`config.mk`:
```
export PLATFORM = sky130hd
export DESIGN_NAME = mem_bus_ctrl
export DESIGN_NICKNAME = d
export VERILOG_FILES = /design/src/rtl/mem_bus_ctrl_pkg.sv /design/src/rtl/mem_bus_ctrl.sv
export SDC_FILE = /design/constraint.sdc
export NUM_CORES = 1
export LEC_CHECK = 0
export BUFFER_PORTS_ARGS = -buffer_cell sky130_fd_sc_hd__buf_4
export CAP_MARGIN = 20
export CORE_AREA = 2 2 83 85
export DETAILED_ROUTE_END_ITERATION = 10
export DIE_AREA = 0 0 85 87
export PLACE_DENSITY = 0.73
export SETUP_SLACK_MARGIN = 0.4
export SLEW_MARGIN = 20
export SYNTH_ARGS = -nofsm -noshare
export SYNTH_HDL_FRONTEND = slang
export SYNTH_SLANG_ARGS = --single-unit
```
`constraint.sdc`:
```
create_clock -name clk -period 2.3 [get_ports clk]
set_input_delay 0.115 -clock clk [delete_from_list [all_inputs] [get_ports clk]]
set_output_delay 0.115 -clock clk [all_outputs]
set_load 0.05 [all_outputs]
```
`src/rtl/mem_bus_ctrl_pkg.sv`:
```
// Shared definitions for the PDP-11 memory bus controller: FSM states,
// response status codes and the default I/O page boundary.
package pdp11_bus_pkg;

    typedef enum logic [1:0] {
        IDLE   = 2'd0,
        ACCESS = 2'd1,
        NXM    = 2'd2,
        RESP   = 2'd3
    } bus_state_e;

    localparam logic [1:0] BUS_OK  = 2'b00;
    localparam logic [1:0] BUS_ODD = 2'b01;
    localparam logic [1:0] BUS_TMO = 2'b10;

    localparam logic [15:0] IO_BASE_DEFAULT = 16'hE000;

    // Word transfers must be even-aligned; byte transfers may use any address.
    function automatic logic is_odd_word(input logic [15:0] addr, input logic is_byte);
        return addr[0] & ~is_byte;
    endfunction

endpackage

```
`src/rtl/mem_bus_ctrl.sv`:
```
// Sequences one CPU transfer at a time onto the RAM with wait states,
// trapping odd word addresses and timing out accesses to the I/O page.
module mem_bus_ctrl
    import pdp11_bus_pkg::*;
#(
    parameter int          WAIT_STATES = 1,
    parameter logic [15:0] IO_BASE     = IO_BASE_DEFAULT,
    parameter int          TIMEOUT     = 8
) (
    input  logic        clk,
    input  logic        reset_n,
    input  logic        req_valid,
    output logic        req_ready,
    input  logic [15:0] req_addr,
    input  logic        req_write,
    input  logic        req_byte,
    input  logic [15:0] req_wdata,
    output logic        rsp_valid,
    output logic [15:0] rsp_rdata,
    output logic [1:0]  rsp_err,
    output logic [15:0] mem_addr,
    output logic        mem_we,
    output logic        mem_bytew,
    output logic [15:0] mem_din,
    input  logic [15:0] mem_dout
);

    localparam logic [7:0] WAIT_LOAD = 8'(WAIT_STATES - 1);
    localparam logic [7:0] TMO_LOAD  = 8'(TIMEOUT - 1);

    bus_state_e  state_q;
    logic [7:0]  cnt_q;
    logic        write_q;
    logic        req_ready_q;
    logic        rsp_valid_q;
    logic [15:0] rsp_rdata_q;
    logic [1:0]  rsp_err_q;
    logic [15:0] mem_addr_q;
    logic        mem_we_q;
    logic        mem_bytew_q;
    logic [15:0] mem_din_q;

    logic        odd_d;
    logic        nxm_d;
    logic [15:0] din_d;
    logic [15:0] rdata_d;

    always_comb begin
        odd_d   = is_odd_word(req_addr, req_byte);
        nxm_d   = (req_addr >= IO_BASE);
        din_d   = req_byte ? {req_wdata[7:0], req_wdata[7:0]} : req_wdata;
        rdata_d = mem_bytew_q ? {8'h00, mem_dout[7:0]} : mem_dout;
    end

    // One shared down-counter serves both the wait-state and timeout phases.
    always_ff @(posedge clk) begin
        if (!reset_n) begin
            state_q     <= IDLE;
            cnt_q       <= 8'd0;
            write_q     <= 1'b0;
            req_ready_q <= 1'b1;
            rsp_valid_q <= 1'b0;
            rsp_rdata_q <= 16'h0000;
            rsp_err_q   <= BUS_OK;
            mem_addr_q  <= 16'h0000;
            mem_we_q    <= 1'b0;
            mem_bytew_q <= 1'b0;
            mem_din_q   <= 16'h0000;
        end else begin
            rsp_valid_q <= 1'b0;
            mem_we_q    <= 1'b0;
            case (state_q)
                IDLE: begin
                    if (req_valid) begin
                        write_q     <= req_write;
                        req_ready_q <= 1'b0;
                        if (odd_d) begin
                            state_q     <= RESP;
                            rsp_valid_q <= 1'b1;
                            rsp_err_q   <= BUS_ODD;
                            rsp_rdata_q <= 16'h0000;
                        end else if (nxm_d) begin
                            state_q <= NXM;
                            cnt_q   <= TMO_LOAD;
                        end else begin
                            state_q     <= ACCESS;
                            cnt_q       <= WAIT_LOAD;
                            mem_addr_q  <= req_addr;
                            mem_bytew_q <= req_byte;
                            mem_din_q   <= din_d;
                            mem_we_q    <= req_write && (WAIT_LOAD == 8'd0);
                        end
                    end
                end
                ACCESS: begin
                    if (cnt_q == 8'd0) begin
                        state_q     <= RESP;
                        rsp_valid_q <= 1'b1;
                        rsp_err_q   <= BUS_OK;
                        rsp_rdata_q <= write_q ? 16'h0000 : rdata_d;
                    end else begin
                        cnt_q    <= cnt_q - 8'd1;
                        mem_we_q <= write_q && (cnt_q == 8'd1);
                    end
                end
                NXM: begin
                    if (cnt_q == 8'd0) begin
                        state_q     <= RESP;
                        rsp_valid_q <= 1'b1;
                        rsp_err_q   <= BUS_TMO;
                        rsp_rdata_q <= 16'h0000;
                    end else begin
                        cnt_q <= cnt_q - 8'd1;
                    end
                end
                RESP: begin
                    state_q     <= IDLE;
                    req_ready_q <= 1'b1;
                end
                default: begin
                    state_q     <= IDLE;
                    req_ready_q <= 1'b1;
                end
            endcase
        end
    end

    assign req_ready = req_ready_q;
    assign rsp_valid = rsp_valid_q;
    assign rsp_rdata = rsp_rdata_q;
    assign rsp_err   = rsp_err_q;
    assign mem_addr  = mem_addr_q;
    assign mem_we    = mem_we_q;
    assign mem_bytew = mem_bytew_q;
    assign mem_din   = mem_din_q;

endmodule

```
==> results.md <==
* Seq pwr share at 30.4%
* H-tree depth at 3
* Final WS setup at 0.4929 ns
* Number of endpoints failing setup at the final stage at 0
* Total power at 4.916 mW
* TNS Setup at 0 ns
* DIE AREA at 7395 sq um
* Distinct cells, synth at 38
* IO buf count at about 110
* Number of global-route vias before repair at roughly 2,600
* Crit. End Element: register
* CORE AREA at 6569 sq um
* Placer Congestion at 0.7822
* Status: complete, no violations
* Pre-CTS WS at 0.2371 ns
* RSZ-0062 raised after global routing: false
* Synth Instances at 334
* CTS tree: yes
* Layout Cells excl Fill at between 500 and 600
* Via Count at between 2,000 and 3,000
* Comb pwr share at 48.1%
* Initial antenna violation count at 0
* Psw at 2.057 mW
* Flip-flop and latch count after synthesis at 65
* Fin nets at between 400 and 500
* Max-cap viol count at 0
* Number of diodes at 0
* Final Slew Violations at 0
* Synth area leader: dfxtp_1
* Grt total ovfl at 0
* Main area contributors after synthesis: dfxtp_1 (46%), nand2_1 (12%), mux2i_1 (9.8%)
* Initial core utilization at 43.43%
* Worst IR Drop VDD at 0.0006375 V
* Clk buf depth at 2
* LEAKAGE at approximately 1.8 nW
* Clock-pin slew on the worst setup and hold paths at 0.08 ns
* CTS sink cnt at 65
* Slew at the pin with the worst max-slew slack at 0.6662 ns
* Iter 0 DRT Violations at roughly 120
* Synth top area share at 45.61%
* Layout cells sized above 1 at 33.56%
* Die W at about 85 um
* Clock Power Share at 21.5%
* Sw frac at 41.85%
* Fmax at ~0.55 GHz
* Crit Path Max Fanout at 18
* CP Class: reg -> reg
* Min-delay worst type: in -> reg
* Clock skew at 0.007782 ns
* Worst rel slew slack at between 50% and 60%
* Clk Latency, worst-skew pair at 0.34 ns
* Seq/Total Area, Yosys at 45.61%
* Cell Area, Synth at 2853 sq um
* Type of origin of the critical path: register
* Most frequent cells in the layout: buf_4 (114), nand2_1 (89), dfxtp_1 (63)
* Post-route DRC at 0
* First-pass GRT wire length at 11.54 mm
* WL per Instance at 13.52 um
* Final core occ at 60.65%
* Slowest CP cell: dfxtp_1
* DP Wirelength at 5.105 mm
* Ys Warns at 0
* Syn-to-layout area delta at 39.65%
* Post-synth net total at 394
* Pin count of the biggest net entering global routing at 35
* Fillers at 601
* CTS buffer count at 9
* I/O Pins at 107
* Final hold viol count at 0
* Crit path required time at 2.52 ns
* Most common cell after layout, fill and taps aside: buf_4
* Dpl cells at 506
* Total track usage at 19.44%
* Power Density at 1234 nW/um^2
* Worst-path cell chain: inv_1 > ha_1 > or2_2 > a221o_1 > buf_4 > mux2i_1
* CP max stage delay at about 0.38 ns
* Antenna-violating nets left at 0
* Via/cell ratio at between 5 and 6
* CTS Root Buffer Type: clkbuf_8
* WP data arrival at 2.02 ns
* Drt total wl at 7.084 mm
* Syn Area/Cell at 8.541 sq um
* Drt pass-1 iters at 5
* Cell Rows at 30
* Tcrit/Tclk final at between 70% and 80%
* Tmin final at 1.807 ns
* Height of the die at roughly 87 um
* Internal power at 2.859 mW
sequential cells by signal, indices dropped and copies added, names as in the netlist, 2 cells and up:
register	flops
cnt_q	8
mem_addr	16
mem_din	16
rsp_err	2
rsp_rdata	16
state_q	2
final timing paths:
path	startpoint	endpoint	slack, ns	depth (start not counted)
worst max-delay path	state_q[1]$_SDFFE_PN0P_	rsp_rdata[12]$_SDFFE_PN0P_	0.49	6
worst min-delay path	req_addr[10]	mem_addr[10]$_SDFFE_PN0P_	0.01	3
worst max register to register	state_q[1]$_SDFFE_PN0P_	rsp_rdata[12]$_SDFFE_PN0P_	0.49	6
worst min register to register	mem_addr[10]$_SDFFE_PN0P_	mem_addr[10]$_SDFFE_PN0P_	0.46	2
through the flow:
stage / area [sq um] / hold WS, ns
6_report: 3984 / 0.01186
5_1_grt: 3984 / 0.002503
4_1_cts: 3946 / 0.008551
3_5_place_dp: 3711 / 0.3707
3_3_place_gp: 3711 / 0.3645
2_1_floorplan: 2853 / 0.2510
synth_stat cells:
master and n:
or4b_4 1, buf_2 5, or2_2 3, o311a_1 2, nor2b_1 2, mux2i_1 28, buf_4 1, or3_1 3
nand3_1 6, nand2_1 90, ha_1 7, and3_1 1, inv_1 7, buf_12 1, and3b_1 1, or4_1 4
a31oi_2 1, a211oi_1 9, a31oi_1 1, or3b_2 1, clkbuf_1 14, o31ai_1 5, o21ai_0 7, or4b_1 1
a21oi_1 36, or3_4 1, a221o_1 1, nor3_2 3, nand3b_1 1, nor3_1 2, dfxtp_1 65, nor2_1 14
buf_6 1, o41ai_1 1, and4b_1 1, nand2b_1 3, a32oi_1 1, nor4_1 3
layer usage:
metal  vias to the layer above  global-route usage, %  part of all wire [%]
met5                         -                      0                     0
met4                         0                  7.359                   1.4
met3                         9                  6.635                   9.3
met2                       109                  33.38                    47
met1                      1256                  22.40                    42
li1                       1353                      -                     -
final cells by class:
type / instances / area (sq um) / area share [%]
Multi-Input combinational cell: 240 / 1450 / 36.40
Clock buffer: 9 / 123.9 / 3.109
Clock inverter: 7 / 95.09 / 2.387
Tap cell: 80 / 100.1 / 2.513
Timing Repair Buffer: 116 / 880.8 / 22.11
Inverter: 7 / 30.03 / 0.7538
Sequential cell: 65 / 1304 / 32.73
power by group through the flow:
stage          clock (mW)  combinational, mW  sequential, mW
2_1_floorplan           0               1.16            2.04
3_3_place_gp            0               2.22            1.51
3_5_place_dp            0               2.26            1.51
4_1_cts              1.08               2.28            1.49
5_1_grt              1.15               2.54            1.53
6_report             1.05               2.36            1.50
kinds of logic after synthesis:
family / count (synthesis) / synth area share (%)
multiplexers: 28 / 9.825
buffers and inverters: 29 / 5.000
flip-flops: 65 / 45.61
AO/OA/AOI/OAI: 64 / 13.55
AND/OR/NAND/NOR: 141 / 22.94
adder cells (fa/ha/maj): 7 / 3.070
worst max-delay path, delay by kind of cell, from the launching register on:
family                   cells  cell delay, ns
AO/OA/AOI/OAI                1            0.30
buffers and inverters        2            0.34
multiplexers                 1            0.15
AND/OR/NAND/NOR              1            0.28
flip-flops                   1            0.38
adder cells (fa/ha/maj)      1            0.23
timing repair:
item | CTS | global route
gates resized for setup | 3 | 9
gates cloned | 0 | 1
buffers inserted | 0 | 1
pin swaps | 0 | 1
hold buffers | 0 | 0
endpoints found under the hold margin | 0 | 0
setup endpoints to repair | 31 | 44
Note: power is estimated with default switching activity, not from simulation.
